[config.mk]
export PLATFORM = sky130hd
export DESIGN_NAME = osc_edge_counter
export DESIGN_NICKNAME = d
export VERILOG_FILES = /design/src/rtl/osc_meas_pkg.sv /design/src/rtl/osc_sync_edge.sv /design/src/rtl/osc_edge_counter.sv
export SDC_FILE = /design/constraint.sdc
export NUM_CORES = 1
export LEC_CHECK = 0
export BUFFER_PORTS_ARGS = -buffer_cell sky130_fd_sc_hd__buf_2
export CAP_MARGIN = 25
export CORE_AREA = 2 2 55 109
export DETAILED_ROUTE_END_ITERATION = 10
export DIE_AREA = 0 0 57 111
export PLACE_DENSITY = 0.53
export REMOVE_ABC_BUFFERS = 1
export SKIP_LAST_GASP = 1
export SYNTH_ARGS = -nofsm -noshare
export SYNTH_HDL_FRONTEND = slang
export SYNTH_SLANG_ARGS = --single-unit
[constraint.sdc]
create_clock -name clk -period 2.25 [get_ports clk]
set_input_delay 0.45 -clock clk [delete_from_list [all_inputs] [get_ports clk]]
set_output_delay 0.45 -clock clk [all_outputs]
set_load 0.02 [all_outputs]
[src/rtl/osc_meas_pkg.sv]
// Shared constants and FSM encoding for the oscillator edge counter.
// Latency: n/a (declarations only).
// Backpressure: n/a.
package osc_meas_pkg;

    // Default gate window length in clk cycles.
    localparam int OSC_GATE_CYCLES_DEF = 1000;

    // Default width of the measurement result.
    localparam int OSC_OUT_W = 8;

    // Width of the gate down-counter; covers the full legal window range.
    localparam int OSC_GATE_W = 16;

    // FSM encoding, kept as plain constants for older tools.
    typedef logic [1:0] osc_state_t;
    localparam osc_state_t ST_IDLE = 2'd0;
    localparam osc_state_t ST_GATE = 2'd1;
    localparam osc_state_t ST_DONE = 2'd2;

endpackage

[src/rtl/osc_sync_edge.sv]
// Synchronises the raw oscillator and emits a one-cycle pulse per rising edge.
// Latency: 3 cycles pin-to-count, 5 with OSC_FILTER_EN (3-sample majority filter).
// Backpressure: none; at most one edge per clk cycle, faster inputs alias.
module osc_sync_edge (
    input  logic clk,
    input  logic rst,
    input  logic osc_in,
    output logic rise
);

    logic sync_q1;
    logic sync_q2;
    logic prev_q;

`ifdef OSC_FILTER_EN
    logic hist_q1;
    logic hist_q2;
    logic filt_q;

    // Two-flop synchroniser, two history taps, registered majority vote and edge reference.
    always_ff @(posedge clk) begin
        if (rst) begin
            sync_q1 <= 1'b0;
            sync_q2 <= 1'b0;
            hist_q1 <= 1'b0;
            hist_q2 <= 1'b0;
            filt_q  <= 1'b0;
            prev_q  <= 1'b0;
        end else begin
            sync_q1 <= osc_in;
            sync_q2 <= sync_q1;
            hist_q1 <= sync_q2;
            hist_q2 <= hist_q1;
            filt_q  <= (sync_q2 & hist_q1) | (sync_q2 & hist_q2) | (hist_q1 & hist_q2);
            prev_q  <= filt_q;
        end
    end

    assign rise = filt_q & ~prev_q;
`else
    // Two-flop synchroniser followed by the edge-detect reference flop.
    always_ff @(posedge clk) begin
        if (rst) begin
            sync_q1 <= 1'b0;
            sync_q2 <= 1'b0;
            prev_q  <= 1'b0;
        end else begin
            sync_q1 <= osc_in;
            sync_q2 <= sync_q1;
            prev_q  <= sync_q2;
        end
    end

    assign rise = sync_q2 & ~prev_q;
`endif

endmodule

[src/rtl/osc_edge_counter.sv]
// Gated frequency counter: counts oscillator rising edges over GATE_CYCLES clk cycles, saturating result.
// Latency: result strobes GATE_CYCLES+1 cycles after start; edges seen 3 cycles late (5 with OSC_FILTER_EN).
// Backpressure: none; start ignored unless idle, meas held until next result.
module osc_edge_counter
    import osc_meas_pkg::*;
#(
    parameter int GATE_CYCLES = OSC_GATE_CYCLES_DEF,
    parameter int OUT_W       = OSC_OUT_W
) (
    input  logic             clk,
    input  logic             rst,
    input  logic             osc_in,
    input  logic             start,
    input  logic             continuous,
    output logic             busy,
    output logic [OUT_W-1:0] meas,
    output logic             meas_valid,
    output logic             overflow
);

    localparam logic [OSC_GATE_W-1:0] GATE_LOAD = OSC_GATE_W'(GATE_CYCLES - 1);
    localparam logic [OUT_W-1:0]      EDGE_MAX  = '1;

    osc_state_t            state;
    logic [OSC_GATE_W-1:0] gate_cnt;
    logic [OUT_W-1:0]      edge_cnt;
    logic                  sat;
    logic [OUT_W-1:0]      edge_nxt;
    logic                  sat_nxt;
    logic                  rise;
    logic                  gate_open;
    logic                  gate_last;

    osc_sync_edge u_sync_edge (
        .clk    (clk),
        .rst    (rst),
        .osc_in (osc_in),
        .rise   (rise)
    );

    // A new window opens from IDLE on start, or straight out of DONE in continuous mode.
    assign gate_open = ((state == ST_IDLE) && start) || ((state == ST_DONE) && continuous);
    assign gate_last = (state == ST_GATE) && (gate_cnt == '0);

    // Saturating next count; the sticky flag records edges lost at the ceiling.
    always_comb begin
        edge_nxt = edge_cnt;
        sat_nxt  = sat;
        if (rise) begin
            if (edge_cnt == EDGE_MAX) begin
                sat_nxt = 1'b1;
            end else begin
                edge_nxt = edge_cnt + OUT_W'(1);
            end
        end
    end

    // Window sequencing: IDLE -> GATE for exactly GATE_CYCLES cycles -> one DONE cycle.
    always_ff @(posedge clk) begin
        if (rst) begin
            state    <= ST_IDLE;
            gate_cnt <= '0;
        end else begin
            case (state)
                ST_IDLE: begin
                    if (gate_open) begin
                        state    <= ST_GATE;
                        gate_cnt <= GATE_LOAD;
                    end
                end
                ST_GATE: begin
                    if (gate_last) begin
                        state <= ST_DONE;
                    end else begin
                        gate_cnt <= gate_cnt - OSC_GATE_W'(1);
                    end
                end
                ST_DONE: begin
                    if (gate_open) begin
                        state    <= ST_GATE;
                        gate_cnt <= GATE_LOAD;
                    end else begin
                        state <= ST_IDLE;
                    end
                end
                default: begin
                    state <= ST_IDLE;
                end
            endcase
        end
    end

    // Edge counter runs only inside the window and is cleared whenever a window opens.
    always_ff @(posedge clk) begin
        if (rst) begin
            edge_cnt <= '0;
            sat      <= 1'b0;
        end else if (gate_open) begin
            edge_cnt <= '0;
            sat      <= 1'b0;
        end else if (state == ST_GATE) begin
            edge_cnt <= edge_nxt;
            sat      <= sat_nxt;
        end
    end

    // Result captured on the last gate cycle (including its edge) so it is visible throughout DONE.
    always_ff @(posedge clk) begin
        if (rst) begin
            meas     <= '0;
            overflow <= 1'b0;
        end else if (gate_last) begin
            meas     <= edge_nxt;
            overflow <= sat_nxt;
        end
    end

    assign busy       = (state == ST_GATE);
    assign meas_valid = (state == ST_DONE);

endmodule

==> metrics.md, run 1 <==
| Metric | Value |
|---|---|
| Outcome | complete, no violations |
| CTS Hold Buffers Added | 0 |
| Mux contribution to synthesized area | between 3 and 4% |
| Port bufs | 15 |
| DRC viols | 0 |
| RSZ-0062 raised after global routing | false |
| Global-route met3 utilization | ~3.5% |
| Post-route cell area | 0.00216 sq mm |
| WP data arrival | around 2.1 ns |
| Critical path cell sequence | inv_1, ha_1, nor4b_2, and4_1, nor2_1, nor3_1, a311oi_1 |
| Starting Density | about a third |
| Power density cells | 783 mW/mm^2 |
| Synth warnings | 0 |
| R2r setup slk | 0.31 ns |
| CTS H-tree depth | 2 |
| Worst setup SP type | register |
| Tcrit/Tclk final | a little under nine tenths |
| # resized after CTS | 0 |
| Grt total ovfl | 0 |
| Drt first pass iters | 4 |
| Netlist Area Pre-Place | 0.00187 sq mm |
| Final-report hold violation count | 0 |
| Synth Register Bits | 39 |
| R2R Path End | gate_cnt[1]$_SDFFE_PP0P_ |
| Total Die Area | ~0.0063 sq mm |
| Slew HR | between 60% and 70% |
| Worst setup path end | gate_cnt[1]$_SDFFE_PP0P_ |
| Slowest-stage cell, CP | and4_1 |
| Final Power | approximately 1.7 mW |
| Grt met2 use | a little under a fifth |
| Hold WC Path Type | input pin to register |
| Post-placement setup slack | about 0.29 ns |
| Via count | 1477 |
| Post-DRT Antenna Nets | 0 |
| Slew @ Worst Pin | 0.508 ns |
| Main combinational cell family by area after synthesis | simple AND/OR/NAND/NOR gates |
| Final setup viols | 0 |
| First-pass GRT wire length | ~6400 microns |
| Synth-to-layout area growth | 15.5% |
| Post-synth EDFFs | 0 |
| N_diodes | 0 |
| Syn Inst Count | 210 |
| Min Tclk post-route | between 1.5 and 2 ns |
| Hpwl dp | roughly 2600 microns |
| Row Count | 39 |
| WP data required | about 2.4 ns |
| M1 GR Usage | ~18% |
| Reg2reg path depth | 7 |
| Vias/cell | just over 5 |
| Simple-gate share of the synthesized area | between 20 and 30% |
| Max Cap Viol | 0 |
| CP endpoint kind | register |
| Leakage Power | roughly 0.8 nW |
| Crit path from | gate_cnt[0]$_SDFFE_PP0P_ |
| Pins Over Slew Limit | 0 |
| Main synth FF type | dfxtp_1 |
| Synth Area in Compound Gates | a little under an eighth |
| Post-CTS Setup Bufs | 0 |
| Chip Height | 111 microns |
| Syn Area/Cell | around 9 sq um |
| Gr busiest metal | met2 |
| Die X | between 50 and 60 microns |
| Cell variety after synth | 46 |
| Reg clk slew, reported paths | around 0.060 ns |
| GP Congestion | just under 0.8 |
| Antenna violations before repair | 0 |
| DR WL/cell | 12.6 microns |
| Max incr delay on CP | roughly 0.49 ns |
| Placed Cells | between 200 and 300 |
| Setup TNS | 0 ns |
| TritonCTS buffer count | 5 |
| Synthesized-area fraction occupied by adder cells | 1.34% |
| Clock buffer depth | 2 |
| Fmax | approximately 500 MHz |
| Sequential share of the synthesized area | a little over two fifths |
| Worst-skew pair later-pin latency | about 0.28 ns |
| RR Startpoint | gate_cnt[0]$_SDFFE_PP0P_ |
| Total GRT Usage | around an eighth |
| Core area | between 0.005 and 0.006 sq mm |
| Layout cells sized above 1 | about 18% |
| # clock sinks | 39 |
| Nets | approximately 230 |
| Dpl cell area | around 0.002 sq mm |
| Layout Skew | approximately 0.0073 ns |
| Initial DRC count | 18 |
| Xor and xnor area share after synthesis | under 10% |
| Crit path kind | register to register |
| Vias in the first global route | 1357 |
| Non-Filler Instances | approximately 290 |
| CP max FO | 10 |
| Synth async-reset ratio | 0% |
| Cell chosen for the clock root | clkbuf_16 |
| Setup ws final | a little over 0.3 ns |
| Max VDD drop | 0.486 mV |
| # IOs | 16 |
| Routed WL | 3620 microns |
| Largest net degree at the start of global routing | 23 |
| Clock tree from TritonCTS | built |
## placed cells by master (no fill, tap or decap), types with 3 or more instances in the layout
| cell | instances |
|---|---|
| a211oi_1 | 5 |
| a211oi_2 | 4 |
| a21oi_1 | 9 |
| and3_1 | 4 |
| buf_2 | 15 |
| buf_4 | 4 |
| clkbuf_16 | 5 |
| dfxtp_1 | 39 |
| inv_1 | 3 |
| mux2i_1 | 6 |
| nand2_1 | 8 |
| nand2b_1 | 3 |
| nand3_1 | 8 |
| nor2_1 | 34 |
| nor2b_1 | 7 |
| nor3_1 | 8 |
| nor4_1 | 5 |
| or3_1 | 4 |
| xnor2_1 | 13 |
| xor2_1 | 8 |
## logic make-up after synthesis
family                     after synthesis
DFF                                     39
muxes                                    6
and+or+nand+nor                         99
adders and majority gates                2
xor gates and xnor gates                21
AOI/OAI and AO/OA                       28
buffers and inverters                   15
## sequential cells by signal (all words and copies together), names as in the netlist
name	flops
meas	8
u_sync_edge.sync_q2	1
u_sync_edge.sync_q1	1
gate_cnt	16
edge_cnt	8
state	2
u_sync_edge.prev_q	1
overflow	1
sat	1
## where the power goes
part,total (mW),switching (mW),internal (mW)
registers,0.751,0.0294,0.721
logic,0.199,0.119,0.0800
clock network,0.742,0.271,0.471
total,1.69,0.420,1.27
## stage by stage
stage / hold slack, ns / utilization, %
2_1_floorplan: 0.414 / -
4_1_cts: 0.385 / 38.9
5_1_grt: 0.404 / 38.9
3_3_place_gp: 0.426 / 36.0
6_report: 0.384 / 38.9
3_5_place_dp: 0.432 / 36.0
## synthesized netlist by cell type, types with 5 or more instances
cell type  number  area [sq um]
xnor2_1        13           114
nor2_1         34           128
dfxtp_1        39           781
a211oi_1        5          37.5
nor2b_1         7          43.8
mux2i_1         6          60.1
nand3_1         8          40.0
nor3_1          8          40.0
a21oi_1         9          45.0
nor4_1          5          31.3
xor2_1          8          70.1
nand2_1         8          30.0
clkbuf_1        7          26.3
## area by class of cell
class	count	area (sq um)
fillers	608	3400
multi-input cells	156	1020
flip-flops and latches	39	781
clock buffers	7	153
repair buffers	19	105
well taps	61	76.3
inverters	4	15.0
clock inverters	1	7.51
## how the worst min path moves through the flow
stage | from | endpoint | depth (start not counted)
3_3_place_gp | u_sync_edge.sync_q1$_SDFF_PP0_ | u_sync_edge.sync_q2$_SDFF_PP0_ | 1
5_1_grt | osc_in | u_sync_edge.sync_q1$_SDFF_PP0_ | 2
3_5_place_dp | u_sync_edge.sync_q1$_SDFF_PP0_ | u_sync_edge.sync_q2$_SDFF_PP0_ | 1
2_1_floorplan | u_sync_edge.sync_q1$_SDFF_PP0_ | u_sync_edge.sync_q2$_SDFF_PP0_ | 1
4_1_cts | osc_in | u_sync_edge.sync_q1$_SDFF_PP0_ | 2
6_report | osc_in | u_sync_edge.sync_q1$_SDFF_PP0_ | 2
## critical path, delay by kind of cell (launching register included)
family                   cells  cell delay (ns)
AND/OR/NAND/NOR              4             1.20
flip-flops                   1             0.33
adder cells (fa/ha/maj)      1             0.17
AO/OA/AOI/OAI                1             0.07
buffers and inverters        1             0.06
## layer usage
layer,part of all wire [%],wire length (microns),up-vias
li1,-,-,768
met1,47,1710,686
met2,48,1730,16
met3,3.0,109,7
met4,1.9,70,0
met5,0,0,-
No activity file was read; power rests on OpenSTA's default activity.
==> run 2, diff against run 1 <==
Settings changed: CELL_PAD_IN_SITES_DETAIL_PLACEMENT from default to 1, CELL_PAD_IN_SITES_GLOBAL_PLACEMENT from default to 2, CORE_AREA 2 2 55 109 to 2 2 88 69, DIE_AREA 0 0 57 111 to 0 0 90 71, PLACE_DENSITY 0.53 to 0.77.
==> run 2 against run 1 <==
Net effect: via count up 4.2%; critical endpoint is now meas[7]$_SDFFE_PP0P_; largest cell class unchanged; non-clock buffer count up 3; clock skew down 0.00063 ns; fmax down 2.9%; critical path depth up 1; hold slack worse by 0.012 ns; highest routed layer unchanged; count of clock-buffer cells in the layout down 1; sequential power about the same.
==> metrics.md, run 2 (same netlist as run 1, synthesis figures left out) <==
| Metric | Value |
|---|---|
| Outcome | complete, no violations (unchanged) |
| Worst-skew pair later-pin latency | 0.29 ns (was 0.28 ns) |
| Nets | 235 (was 232) |
| First-pass GRT wire length | 8010 microns (was 6400 microns) |
| Met1 Routed Length | 2510 microns (was 1710 microns) |
| Worst setup path end | meas[7]$_SDFFE_PP0P_ (was gate_cnt[1]$_SDFFE_PP0P_) |
| Slowest-stage cell, CP | nor4b_2 (was and4_1) |
| CP endpoint kind | register (unchanged) |
| Biggest regs | gate_cnt (16), edge_cnt (8), meas (8) (unchanged) |
| # resized after CTS | 0 (unchanged) |
| Drt first pass iters | 4 (unchanged) |
| # IOs | 16 (unchanged) |
| # clock sinks | 39 (unchanged) |
| Post-DRT Antenna Nets | 0 (unchanged) |
| Most frequent cells in the layout | 39 x dfxtp_1, 34 x nor2_1, 15 x buf_2 (unchanged) |
| Grt total ovfl | 0 (unchanged) |
| Max Cap Viol | 0 (unchanged) |
| Max VDD drop | 0.328 mV (was 0.486 mV) |
| CTS H-tree depth | 2 (unchanged) |
| Pins Over Slew Limit | 0 (unchanged) |
| WP depth | 8 (was 7) |
| CTS Hold Buffers Added | 0 (unchanged) |
| Worst setup SP type | register (unchanged) |
| R2r setup slk | 0.25 ns (was 0.31 ns) |
| Row Count | 24 (was 39) |
| Uppermost layer routed | met4 (unchanged) |
| Final-report hold violation count | 0 (unchanged) |
| R2R Path End | meas[7]$_SDFFE_PP0P_ (was gate_cnt[1]$_SDFFE_PP0P_) |
| Vias/cell | 5.01 (was 5.15) |
| Total GRT Usage | 15.7% (was 12.7%) |
| GP Congestion | 0.748 (was 0.788) |
| Setup TNS | 0 ns (unchanged) |
| TritonCTS buffer count | 5 (unchanged) |
| Port bufs | 15 (unchanged) |
| Hpwl dp | 3230 microns (was 2620 microns) |
| Via count | 1539 (was 1477) |
| Slew HR | 65.0% (was 65.8%) |
| Leading cell type in the layout, fill and taps excluded | dfxtp_1 (unchanged) |
| Cell chosen for the clock root | clkbuf_8 (was clkbuf_16) |
| DRC viols | 0 (unchanged) |
| Routed wl met3 | 112 microns (was 109 microns) |
| Crit path from | gate_cnt[0]$_SDFFE_PP0P_ (unchanged) |
| Clock buffer depth | 2 (unchanged) |
| Die X | 90 microns (was 57 microns) |
| Total Die Area | 0.00639 sq mm (was 0.00633 sq mm) |
| Reg2reg path depth | 8 (was 7) |
| Min Tclk post-route | 2.00 ns (was 1.94 ns) |
| Initial DRC count | 57 (was 18) |
| WP data arrival | 2.23 ns (was 2.10 ns) |
| Fmax | 500 MHz (was 515 MHz) |
| Critical path's top delay family | simple AND/OR/NAND/NOR gates (unchanged) |
| RSZ-0062 raised after global routing | false (unchanged) |
| Vias in the first global route | 1581 (was 1357) |
| Post-route cell area | 0.00216 sq mm (about the same) |
| Final Power | 1.57 mW (was 1.69 mW) |
| Synth-to-layout area growth | 15.6% (was 15.5%) |
| WP data required | 2.48 ns (was 2.41 ns) |
| Leakage Power | 0.799 nW (about the same) |
| Slew @ Worst Pin | 0.524 ns (was 0.508 ns) |
| Critical path cell sequence | inv_1, ha_1, nor4b_2, nand2_2, nor3_4, buf_4, mux2i_1, nor2b_1 (was inv_1, ha_1, nor4b_2, and4_1, nor2_1, nor3_1, a311oi_1) |
| Fill count | 674 (was 608) |
| Reg clk slew, reported paths | 0.08 ns (was 0.06 ns) |
| WL met2 | 1830 microns (was 1730 microns) |
| N_diodes | 0 (unchanged) |
| Routed WL | 4490 microns (was 3620 microns) |
| Max incr delay on CP | 0.38 ns (was 0.49 ns) |
| Layout Skew | 0.00664 ns (was 0.00727 ns) |
| Max reg flops | 16 (unchanged) |
| RR Startpoint | gate_cnt[0]$_SDFFE_PP0P_ (unchanged) |
| Tcrit/Tclk final | 88.9% (was 86.4%) |
| Clock tree from TritonCTS | built (unchanged) |
| Final setup viols | 0 (unchanged) |
| Hold WC Path Type | input pin to register (unchanged) |
| Dpl cell area | 0.00205 sq mm (was 0.00200 sq mm) |
| Starting Density | 33.5% (was 33.6%) |
| Core area | 0.00559 sq mm (was 0.00556 sq mm) |
| DR WL/cell | 14.6 microns (was 12.6 microns) |
| Largest net degree at the start of global routing | 17 (was 23) |
| Layout cells sized above 1 | 18.8% (was 17.7%) |
| Antenna violations before repair | 0 (unchanged) |
| Crit path kind | register to register (unchanged) |
| Power density cells | 726 mW/mm^2 (was 783 mW/mm^2) |
| Chip Height | 71 microns (was 111 microns) |
| CP max FO | 15 (was 10) |
| Post-CTS Setup Bufs | 0 (unchanged) |
| Biggest register | gate_cnt (unchanged) |
| CP bufs+invs | 2 (was 1) |
[run 2: cell types whose count changed in the layout (fill, tap and decap cells not counted), sizes merged]
cell	before	now
clkinv	0	1
clkbuf	7	6
clkinvlp	1	0
bufinv	0	1
buf	19	22
[run 2: per-stage QoR]
stage	util, %	setup slack (ns)	hold slack [ns]	std cells
floorplan	-	0.383	0.414	199
global placement	36.6	0.345	0.431	299
detailed placement	36.6	0.271	0.428	299
CTS	38.7	0.255	0.367	307
global route	38.7	0.0319	0.409	307
finish	38.7	0.250	0.372	307
[run 2: final cells by class]
class	count	area (sq um)	share of cell area, %
timing repair buffer	22	128	5.90
multi-input combinational	156	1020	47.4
clock buffer	6	82.6	3.82
clock inverter	2	35.0	1.62
sequential	39	781	36.1
tap	78	97.6	4.51
inverter	4	15.0	0.694
[run 2: worst min-delay path by stage]
| stage | start | to | cells past startpoint |
|---|---|---|---|
| after floorplan | u_sync_edge.sync_q1$_SDFF_PP0_ | u_sync_edge.sync_q2$_SDFF_PP0_ | 1 |
| after global placement | u_sync_edge.sync_q1$_SDFF_PP0_ | u_sync_edge.sync_q2$_SDFF_PP0_ | 1 |
| after detailed placement | u_sync_edge.sync_q1$_SDFF_PP0_ | u_sync_edge.sync_q2$_SDFF_PP0_ | 1 |
| after CTS | osc_in | u_sync_edge.sync_q1$_SDFF_PP0_ | 2 |
| after global routing | osc_in | u_sync_edge.sync_q1$_SDFF_PP0_ | 2 |
| final | osc_in | u_sync_edge.sync_q1$_SDFF_PP0_ | 2 |
[run 2: per-layer routing]
layer / vias up / GRT usage [%]
li1: 771 / -
met1: 750 / 23.6
met2: 13 / 22.2
met3: 5 / 3.94
met4: 0 / 4.10
met5: - / 0
[run 2: where the power goes]
group          total [mW]  switching (mW)  internal, mW
Sequential          0.750          0.0296         0.720
Clock               0.607           0.248         0.359
Combinational       0.213           0.129        0.0843
==> run 3, diff against run 2 <==
Settings changed: SKIP_LAST_GASP 1 to default.
Clock period 2.25 ns to 2.6 ns, I/O delays scaled along.
==> run 3 against run 2 <==
Net effect: via count fell by 5.5%; global-route usage decreased by 0.91 points; design area fell by 0.69%; total power shrank 9.0%; routed wire length shrank 5.2%; critical path depth is 1 lower; cell count is 1.3% lower; critical path type unchanged; largest power group unchanged.
==> metrics.md, run 3 (same netlist as run 1, synthesis figures left out) <==
| Metric | Value |
|---|---|
| Worst Hold Endpoint | u_sync_edge.sync_q1$_SDFF_PP0_ (unchanged) |
| Worst setup SP type | register (unchanged) |
| Vias/cell | 4.80 (was 5.01) |
| CTS H-tree depth | 2 (unchanged) |
| Setup ws final | 0.553 ns (was 0.250 ns) |
| # IOs | 16 (unchanged) |
| Biggest regs | gate_cnt (16), edge_cnt (8), meas (8) (unchanged) |
| Non-Filler Instances | 303 (was 307) |
| RSZ-0062 raised after global routing | false (unchanged) |
| Routed WL | 4260 microns (was 4490 microns) |
| WP data required | 2.75 ns (was 2.48 ns) |
| Synth-to-layout area growth | 14.8% (was 15.6%) |
| Nets | 231 (was 235) |
| Leading cell type in the layout, fill and taps excluded | dfxtp_1 (unchanged) |
| Antenna violations before repair | 0 (unchanged) |
| Post-CTS Setup Bufs | 0 (unchanged) |
| First-pass GRT wire length | 7360 microns (was 8010 microns) |
| Pins Over Slew Limit | 0 (unchanged) |
| Grt total ovfl | 0 (unchanged) |
| Clock buffer depth | 2 (unchanged) |
| Starting Density | 33.5% (unchanged) |
| RR Startpoint | gate_cnt[0]$_SDFFE_PP0P_ (unchanged) |
| Critical path's top delay family | simple AND/OR/NAND/NOR gates (unchanged) |
| Layout Skew | 0.00634 ns (was 0.00664 ns) |
| Max Cap Viol | 0 (unchanged) |
| CP endpoint kind | register (unchanged) |
| CTS Hold Buffers Added | 0 (unchanged) |
| Most frequent cells in the layout | 39 x dfxtp_1, 34 x nor2_1, 15 x buf_2 (unchanged) |
| N_diodes | 0 (unchanged) |
| Initial DRC count | 53 (was 57) |
| Multi-input gate area | 0.00102 sq mm (unchanged) |
| Slew HR | 65.3% (was 65.0%) |
| R2R Path End | gate_cnt[1]$_SDFFE_PP0P_ (was meas[7]$_SDFFE_PP0P_) |
| R2r setup slk | 0.55 ns (was 0.25 ns) |
| Largest net degree at the start of global routing | 24 (was 17) |
| Total GRT Usage | 14.8% (was 15.7%) |
| Fill count | 682 (was 674) |
| Outcome | complete, no violations (unchanged) |
| TritonCTS buffer count | 5 (unchanged) |
| GP Congestion | 0.789 (was 0.748) |
| Clock tree from TritonCTS | built (unchanged) |
| Slowest-stage cell, CP | and4_1 (was nor4b_2) |
| WP data arrival | 2.20 ns (was 2.23 ns) |
| Final setup viols | 0 (unchanged) |
| Power density cells | 665 mW/mm^2 (was 726 mW/mm^2) |
| Total Die Area | 0.00639 sq mm (unchanged) |
| Chip Height | 71 microns (unchanged) |
| Biggest register | gate_cnt (unchanged) |
| CP bufs+invs | 1 (was 2) |
| Max incr delay on CP | 0.53 ns (was 0.38 ns) |
| Vias in the first global route | 1484 (was 1581) |
| Reg clk slew, reported paths | 0.08 ns (about the same) |
| Core area | 0.00559 sq mm (unchanged) |
| Post-DRT Antenna Nets | 0 (unchanged) |
| Slew @ Worst Pin | 0.520 ns (was 0.524 ns) |
| CP max FO | 10 (was 15) |
| Dpl cell area | 0.00202 sq mm (was 0.00205 sq mm) |
| Setup TNS | 0 ns (unchanged) |
| Fmax | 488 MHz (was 500 MHz) |
| Final-report hold violation count | 0 (unchanged) |
| Tcrit/Tclk final | 78.7% (was 88.9%) |
| Reg2reg path depth | 7 (was 8) |
| Row Count | 24 (unchanged) |
| Placed Cells | 295 (was 299) |
| Hold Crit Depth | 2 (unchanged) |
| Min Tclk post-route | 2.05 ns (was 2.00 ns) |
| DRC viols | 0 (unchanged) |
| Register area | 781 sq um (unchanged) |
| Hpwl dp | 2990 microns (was 3230 microns) |
| Layout cells sized above 1 | 16.9% (was 18.8%) |
| Port bufs | 15 (unchanged) |
| Worst-skew pair later-pin latency | 0.29 ns (about the same) |
| # clock sinks | 39 (unchanged) |
| Die X | 90 microns (unchanged) |
| Post-route cell area | 0.00215 sq mm (was 0.00216 sq mm) |
| Hold WC Path Type | input pin to register (unchanged) |
| Via count | 1454 (was 1539) |
| Worst Hold Margin | 0.442 ns (was 0.372 ns) |
| Max VDD drop | 0.256 mV (was 0.328 mV) |
| # resized after CTS | 0 (unchanged) |
| Crit path from | gate_cnt[0]$_SDFFE_PP0P_ (unchanged) |
| Post-placement setup slack | 0.566 ns (was 0.271 ns) |
| Cell chosen for the clock root | clkbuf_8 (unchanged) |
| HP Start | osc_in (unchanged) |
| Leakage Power | 0.783 nW (was 0.799 nW) |
| Drt first pass iters | 4 (unchanged) |
| Crit path kind | register to register (unchanged) |
| Critical path cell sequence | inv_1, ha_1, nor4b_2, and4_1, nor2_1, nor3_1, a311oi_1 (was inv_1, ha_1, nor4b_2, nand2_2, nor3_4, buf_4, mux2i_1, nor2b_1) |
| DR WL/cell | 14.1 microns (was 14.6 microns) |
| Max reg flops | 16 (unchanged) |
run 3: worst max-delay path by stage:
| stage | to | slack, ns | depth (start not counted) |
|---|---|---|---|
| 3_3_place_gp | gate_cnt[0]$_SDFFE_PP0P_ | 0.64 | 7 |
| 6_report | gate_cnt[1]$_SDFFE_PP0P_ | 0.55 | 7 |
| 5_1_grt | gate_cnt[1]$_SDFFE_PP0P_ | 0.26 | 7 |
| 4_1_cts | gate_cnt[1]$_SDFFE_PP0P_ | 0.55 | 7 |
| 3_5_place_dp | gate_cnt[1]$_SDFFE_PP0P_ | 0.57 | 7 |
| 2_1_floorplan | meas[7]$_SDFFE_PP0P_ | 0.73 | 7 |
run 3: report_power, final:
part           leakage (nW)  internal (mW)  switching, mW  total, mW
Combinational         0.400         0.0684          0.108      0.177
Clock                0.0654          0.384          0.220      0.603
Sequential            0.318          0.623         0.0256      0.649
run 3: metrics by stage:
| stage | utilization [%] | power [mW] |
|---|---|---|
| after global routing | 38.5 | 1.49 |
| after floorplan | - | 0.784 |
| after global placement | 36.1 | 0.837 |
| after CTS | 38.5 | 1.45 |
| final | 38.5 | 1.43 |
| after detailed placement | 36.1 | 0.839 |
run 3: routing by layer:
| layer | vias to the layer above | wire, microns | track usage (%) | share of wire [%] |
|---|---|---|---|---|
| li1 | 762 | - | - | - |
| met1 | 677 | 2440 | 21.3 | 57 |
| met2 | 11 | 1650 | 21.2 | 39 |
| met3 | 4 | 102 | 3.73 | 2.4 |
| met4 | 0 | 59 | 5.64 | 1.4 |
| met5 | - | 0 | 0 | 0 |
run 3: cell type report:
class                           instances  area share, %
Multi-Input combinational cell        156           47.7
Sequential cell                        39           36.3
Timing Repair Buffer                   18           4.54
Tap cell                               78           4.54
Clock buffer                            6           3.38
Clock inverter                          2           2.80
Inverter                                4          0.699
